==> src/rtl/load_store_unit.sv <==
// Load/store unit: byte/half/word access to a word-wide memory, read-modify-write sub-word stores.
// Define LSU_MISALIGN_TRAP_EN to trap misaligned half/word accesses instead of forcing alignment.
module load_store_unit (
  input  logic        clk,
  input  logic        rst,
  input  logic        req_valid,
  input  logic        req_write,
  input  logic [1:0]  req_size,
  input  logic        req_signed,
  input  logic [31:0] req_addr,
  input  logic [31:0] req_wdata,
  output logic        busy,
  output logic        resp_valid,
  output logic [31:0] resp_rdata,
  output logic        resp_err,
  output logic        mem_read,
  output logic        mem_write,
  output logic [31:0] mem_adr,
  output logic [31:0] mem_wdata,
  input  logic [31:0] mem_rdata,
  input  logic        mem_ready
);

  typedef enum logic [2:0] {
    S_IDLE,
    S_RD,
    S_RMW_RD,
    S_WR,
    S_RESP
  } state_t;

  state_t      r_state;
  state_t      w_next;
  logic [31:0] r_addr;
  logic [1:0]  r_size;
  logic        r_signed;
  logic [31:0] r_merged;
  logic [31:0] r_rdata;
  logic        w_accept;
  logic [7:0]  w_byte;
  logic [15:0] w_half;
  logic [31:0] w_load;
  logic [31:0] w_merge;

  assign w_accept = (r_state == S_IDLE) && req_valid;

`ifdef LSU_MISALIGN_TRAP_EN
  logic w_mis;
  logic r_err;

  assign w_mis = (req_size == 2'b01 && req_addr[0]) ||
                 (req_size[1] && req_addr[1:0] != 2'b00);
  assign resp_err = r_err;
`else
  assign resp_err = 1'b0;
`endif

  always_ff @(posedge clk) begin
    if (rst) r_state <= S_IDLE;
    else     r_state <= w_next;
  end

  always_comb begin
    w_next = r_state;
    unique case (r_state)
      S_IDLE: begin
        if (req_valid) begin
          if (req_write) w_next = req_size[1] ? S_WR : S_RMW_RD;
          else           w_next = S_RD;
`ifdef LSU_MISALIGN_TRAP_EN
          if (w_mis) w_next = S_RESP;
`endif
        end
      end
      S_RD:     if (mem_ready) w_next = S_RESP;
      S_RMW_RD: if (mem_ready) w_next = S_WR;
      S_WR:     if (mem_ready) w_next = S_RESP;
      S_RESP:   w_next = S_IDLE;
      default:  w_next = S_IDLE;
    endcase
  end

  always_comb begin
    busy       = (r_state != S_IDLE);
    mem_read   = (r_state == S_RD) || (r_state == S_RMW_RD);
    mem_write  = (r_state == S_WR);
    resp_valid = (r_state == S_RESP);
  end

  // Lane select uses only the address bits meaningful for the size,
  // which makes unaligned halves/words fall back to the aligned lane.
  always_comb begin
    w_byte = mem_rdata[{r_addr[1:0], 3'b000} +: 8];
    w_half = r_addr[1] ? mem_rdata[31:16] : mem_rdata[15:0];
    unique case (r_size)
      2'b00:   w_load = {{24{r_signed & w_byte[7]}}, w_byte};
      2'b01:   w_load = {{16{r_signed & w_half[15]}}, w_half};
      default: w_load = mem_rdata;
    endcase
    w_merge = mem_rdata;
    if (r_size == 2'b00)
      w_merge[{r_addr[1:0], 3'b000} +: 8] = r_merged[7:0];
    else if (r_size == 2'b01)
      w_merge[{r_addr[1], 4'b0000} +: 16] = r_merged[15:0];
  end

  always_ff @(posedge clk) begin
    if (rst) begin
      r_addr   <= '0;
      r_size   <= '0;
      r_signed <= 1'b0;
      r_merged <= '0;
      r_rdata  <= '0;
`ifdef LSU_MISALIGN_TRAP_EN
      r_err    <= 1'b0;
`endif
    end else if (w_accept) begin
      r_addr   <= req_addr;
      r_size   <= req_size;
      r_signed <= req_signed;
      r_merged <= req_wdata;
      r_rdata  <= '0;
`ifdef LSU_MISALIGN_TRAP_EN
      r_err    <= w_mis;
`endif
    end else if (r_state == S_RD && mem_ready) begin
      r_rdata  <= w_load;
    end else if (r_state == S_RMW_RD && mem_ready) begin
      r_merged <= w_merge;
    end
  end

  assign resp_rdata = r_rdata;
  assign mem_adr    = {r_addr[31:2], 2'b00};
  assign mem_wdata  = r_merged;

endmodule
==> config.mk <==
export PLATFORM = sky130hd
export DESIGN_NAME = load_store_unit
export DESIGN_NICKNAME = d
export VERILOG_FILES = /design/src/rtl/load_store_unit.sv
export SDC_FILE = /design/constraint.sdc
export NUM_CORES = 1
export LEC_CHECK = 0
export CAP_MARGIN = 30
export CORE_MARGIN = 5
export CORE_UTILIZATION = 40
export DETAILED_ROUTE_END_ITERATION = 10
export PLACE_DENSITY = 0.78
export SLEW_MARGIN = 20
export SYNTH_ARGS = -nofsm -noshare
export SYNTH_HDL_FRONTEND = slang
export SYNTH_SLANG_ARGS = --single-unit
==> constraint.sdc <==
create_clock -name clk -period 2.3 [get_ports clk]
set_input_delay 0.46 -clock clk [delete_from_list [all_inputs] [get_ports clk]]
set_output_delay 0.46 -clock clk [all_outputs]
set_load 0.01 [all_outputs]
==> Word-level counts from Yosys, hierarchy flattened <==
Index checks and enable logic that the tools add are counted.
Widths: inputs -> output; s select.
{ "word_totals": {"reg_bits": 102, "input_bits": 104, "out_inout_bits": 101, "word_cells": 51} }
{ "op_classes": {"add_sub_neg": 2, "eq_ne": 9, "shifts": 5, "mux": 15, "n_bitwise": 2, "reduce_logical": 12} }
{ "op_table": {"columns": ["op", "count"], "rows": [
  ["$mux 32", 5],
  ["$bwmux 32", 2],
  ["$pmux 32 s2", 1],
  ["$shift 16x7->32 const A", 1],
  ["$shift 8x7->32 const A", 1],
  ["$shiftx 16x7->32", 1],
  ["$shiftx 32x6->8", 1],
  ["$shiftx 8x7->32", 1],
  ["$mux 16", 1],
  ["$neg 5->7", 2],
  ["$mux 3", 3],
  ["$pmux 3 s3", 1],
  ["$eq 3x2->1 const B", 2],
  ["$ne 2x2->1 const B", 3],
  ["$reduce_or 2->1", 2],
  ["$eq 3x1->1 const B", 1],
  ["$eq 3x3->1 const B", 1],
  ["$logic_and 1x1->1", 3],
  ["$logic_not 3->1", 1],
  ["$reduce_and 3->1", 1],
  ["$reduce_bool 3->1", 1],
  ["$and 1x1->1", 2],
  ["$eq 2x1->1 const B", 1],
  ["$logic_not 2->1", 1],
  ["other kinds (6)", 6]
]} }

==> Logic depth before layout (Yosys ltp) <==
{ "logic_depth": {"ltp_word": 8, "depth_mapped": 9, "ltp_nobuf": 6} }

==> Worst setup path before layout <==
OpenSTA, ideal clock, no wires.
{ "synth_path": {"kind": "register to register", "start": "register r_addr[1]", "end": "register r_merged[24], in the netlist mem_wdata[24]", "setup_time_ns": 0.091, "t_arrival_ns": 2.478, "required_ns": 2.209, "setup_slack_ns": -0.269, "path_stages_with_launch": 10, "n_path_buf": 3, "period_less_slack_ns": 2.569, "path_cell_list": "dfxtp_1 > buf_2 > inv_1 > clkbuf_1 > ha_1 > nor4bb_1 > clkbuf_1 > a221oi_1 > or3_1 > a311oi_1"} }
{ "synth_between": {"elab_chain_cells": 8, "elab_cells_between_ends": 13, "classes_between": "add/sub: 2; shift: 4; mux: 7"} }
{ "synth_rtl": {"columns": ["item", "line", "source"], "rows": [
  ["start: declaration", "34", "logic [31:0] r_addr;"],
  ["start signal: assignment", "118", "r_addr <= req_addr;"],
  ["$neg 5->7", "104", "w_merge[{r_addr[1], 4'b0000} +: 16] = r_merged[15:0];"],
  ["$shiftx 16x7->32 / $shift 16x7->32 (equally long branches)", "104", null],
  ["$bwmux 32", "104", null],
  ["$mux 32", "103", "else if (r_size == 2'b01)"],
  ["$mux 32 *", "101", "if (r_size == 2'b00)"],
  ["$mux 32 *", "128", "end else if (r_state == S_RMW_RD && mem_ready) begin"],
  ["$mux 32 *", "126", "end else if (r_state == S_RD && mem_ready) begin"],
  ["$mux 32 *", "117", "end else if (w_accept) begin"],
  ["end signal: assignment", "121", "r_merged <= req_wdata;"],
  ["end signal: assignment", "129", "r_merged <= w_merge;"],
  ["end: declaration", "37", "logic [31:0] r_merged;"]
]} }
Mark *: on every way between the ends. The rest lies on a longest branch, timed or not. The select of a mux whose other input is x is not followed.
A chain may end at the register's enable or synchronous reset.

==> Worst setup path after layout <==
{ "layout_path": {"start": "register r_state[2]", "end": "output busy"} }
{ "layout_between": {"elab_chain_cells": 1} }
{ "layout_rtl": {"columns": ["item", "line", "source"], "rows": [
  ["start: declaration", "32", "state_t r_state;"],
  ["start signal: assignment", "60", "else r_state <= w_next;"],
  ["$reduce_bool 3->1", "84", "busy = (r_state != S_IDLE);"],
  ["end: declaration", "12", "output logic busy,"]
]} }
Every way passes these cells.

==> results.json <==
{
  "comb_power_share": 0.310,
  "postSynthCellCount": 709,
  "hold_class": "reg -> reg",
  "synth-edff-count": 0,
  "clk_pin_slew_worst_paths_ns": 0.07,
  "coreArea_um2": 13770,
  "gp_congestion": 0.9697,
  "clockPowerShare": 0.311,
  "postCtsSetupRepairBufs": 0,
  "place.port_buffers": 201,
  "slew_headroom": 0.5761,
  "wl_um": 20320,
  "grt_pass1_vias": 5723,
  "ys_types": 47,
  "synth_ff_type": "dfxtp_1",
  "hold_viol": 0,
  "rows": 43,
  "internal_power_uw": 3759,
  "utilization": 0.5865,
  "insertion_delay_ns": 0.36,
  "p_seq_frac": 0.378,
  "nNetsFinal": 979,
  "initial_core_util": 0.4062,
  "via_per_inst": 5.724,
  "dieHeight_um": 128.3,
  "cts_buffers": 9,
  "min_period_ns": 2.173,
  "power.density_nw_per_um2": 675.5,
  "worst_pin_slew_ns": 0.6351,
  "multi_input_area_um2": 3028,
  "wl_per_cell_um": 19.26,
  "cts_sinks": 102,
  "critical_path_required_ns": 1.84,
  "fillers": 1299,
  "maxCapViolations": 0,
  "rsz0062_at_grt": "false",
  "grt_overflow_total": 0,
  "dp_cells": 1038,
  "antenna_found_initial": 0,
  "ios": 205,
  "yosys_warnings": 0,
  "grt_pass1_wl_um": 31300,
  "instances_no_fill": 1055,
  "final_antenna_net_count": 0,
  "clockRootBuffer": "clkbuf_16",
  "final_common_cell": "clkdlybuf4s50_1",
  "final_cell_mix": "clkdlybuf4s50_1 (200), nand2_1 (131), dfxtp_1 (101), a21oi_1 (75), o21ai_0 (55)",
  "syn2layout_area_growth_pct": 44.36,
  "ff_latch_area_um2": 2043,
  "async_flop_share": 0,
  "drive_gt1_frac": 0.1109,
  "grt_max_degree": 41,
  "worstSetupPathType": "reg -> out",
  "fin_setup_tns_ns": 0,
  "power.share.switching": 0.3111,
  "worst-path-max-fanout": 12,
  "grt_util_all_layers": 0.2394,
  "p_leak_uw": 0.002982,
  "peakVddDrop_v": 0.0004203,
  "status": "finished, final reports clean",
  "ys_ff_latch": 102,
  "drc": 0,
  "worstSetupEndpointType": "output port",
  "cp_data_arrival_time_ns": 1.71,
  "clockBufferDepth": 2,
  "ys_seq_area_frac": 0.3649,
  "cts_resized": 0,
  "holdBufCountCts": 0,
  "cts_tree": "yes",
  "drt_first_pass_iters": 6,
  "via_count": 6039,
  "fmax_ghz": 0.4601,
  "start_kind": "flip-flop",
  "fin_crit_sh": 0.9450,
  "antenna_cells": 0,
  "first_iter_violations": 536,
  "hpwl_um": 14890,
  "dieArea_um2": 16450,
  "power.net_switching_uw": 1697,
  "synth_area_um2": 5595,
  "htreeDepth": 3,
  "avgSynthCellArea_um2": 7.892,
  "finalSetupViolCount": 0,
  "die_w_um": 128.3,
  "slew_violations": 0,
  "clock_skew_ns": 0.01025
}
==> worst paths after layout <==
check | from | to | slack (ns) | cells past startpoint
worst max-delay path | r_state[2] | busy | 0.13 | 3
worst min-delay path | r_addr[21] | r_addr[21] | 0.45 | 2
worst max register to register | r_addr[1] | mem_wdata[20] | 0.17 | 7
worst min register to register | r_addr[21] | r_addr[21] | 0.45 | 2
==> sequential cells by signal, summed over array words and instances, names as in the netlist <==
register    count
resp_rdata     32
r_state         3
mem_wdata      32
r_addr         32
r_size          2
r_signed        1
==> cells in the mapped netlist, types with 5 or more instances <==
library cell / instances / area, µm²
a221oi_1: 24 / 210.2
a22oi_1: 14 / 105.1
nand2b_1: 11 / 68.82
or3_1: 21 / 131.4
buf_2: 14 / 70.07
clkbuf_1: 49 / 183.9
inv_1: 10 / 37.54
a31oi_1: 19 / 118.9
buf_4: 34 / 255.2
dfxtp_1: 102 / 2042
nand3_1: 9 / 45.04
a311oi_1: 12 / 105.1
ha_1: 5 / 62.56
nor2_1: 18 / 67.56
a22o_1: 14 / 122.6
a21oi_1: 75 / 375.4
mux2i_1: 5 / 50.05
or2_2: 14 / 87.58
o221ai_1: 8 / 70.07
nand2_1: 131 / 491.7
nor2b_1: 5 / 31.28
mux4_2: 7 / 157.7
o22ai_1: 16 / 100.1
o21ai_0: 55 / 275.3
==> stage by stage <==
step | hold WS, ns | total power, µW | cell area (µm²) | worst slack [ns]
3_3_place_gp | 0.4405 | 3748 | 7741 | -0.1977
5_1_grt | 0.4733 | 5707 | 8078 | 0.01796
6_report | 0.4522 | 5457 | 8078 | 0.1265
2_1_floorplan | 0.4367 | 2970 | 5618 | 0.003075
4_1_cts | 0.4551 | 5462 | 8070 | 0.1082
3_5_place_dp | 0.4467 | 3770 | 7741 | -0.2175
==> worst max-delay path, stage by stage, from the launching register on <==
cell and delay [ns]:
dfxtp_1 0.31, buf_4 0.19, or3_1 0.37, clkdlybuf4s50_1 0.49
==> layout make-up <==
cell class	instances	area share
inverters	10	0.004647
clock buffers	9	0.02788
flip-flops and latches	102	0.2529
repair buffers	247	0.2989
clock inverters	7	0.01286
multi-input cells	500	0.3748
well taps	180	0.02788
==> layer usage <==
layer / up-vias / wire length [µm] / GRT usage
li1: 2861 / - / -
met5: - / 0 / 0
met1: 2796 / 8472 / 0.3134
met3: 61 / 1868 / 0.05875
met2: 321 / 9246 / 0.3742
met4: 0 / 737 / 0.1042
==> cells by family after synthesis <==
kind of cell,Yosys count,synth area share
AND/OR/NAND/NOR,224,0.1878
XOR/XNOR,1,0.001566
other,1,0.0006702
flip-flops,102,0.3649
AO/OA/AOI/OAI,255,0.2963
adder cells (fa/ha/maj),5,0.01118
multiplexers,12,0.03712
buffers and inverters,109,0.1004
==> power by group through the flow <==
stage          sequential, µW  clock, µW  combinational (µW)
6_report                 2070       1700                1690
5_1_grt                  2080       1790                1830
4_1_cts                  2060       1720                1680
3_5_place_dp             2100          0                1670
3_3_place_gp             2100          0                1650
2_1_floorplan            2110          0                 864
Power figures use the tool's default switching activity.
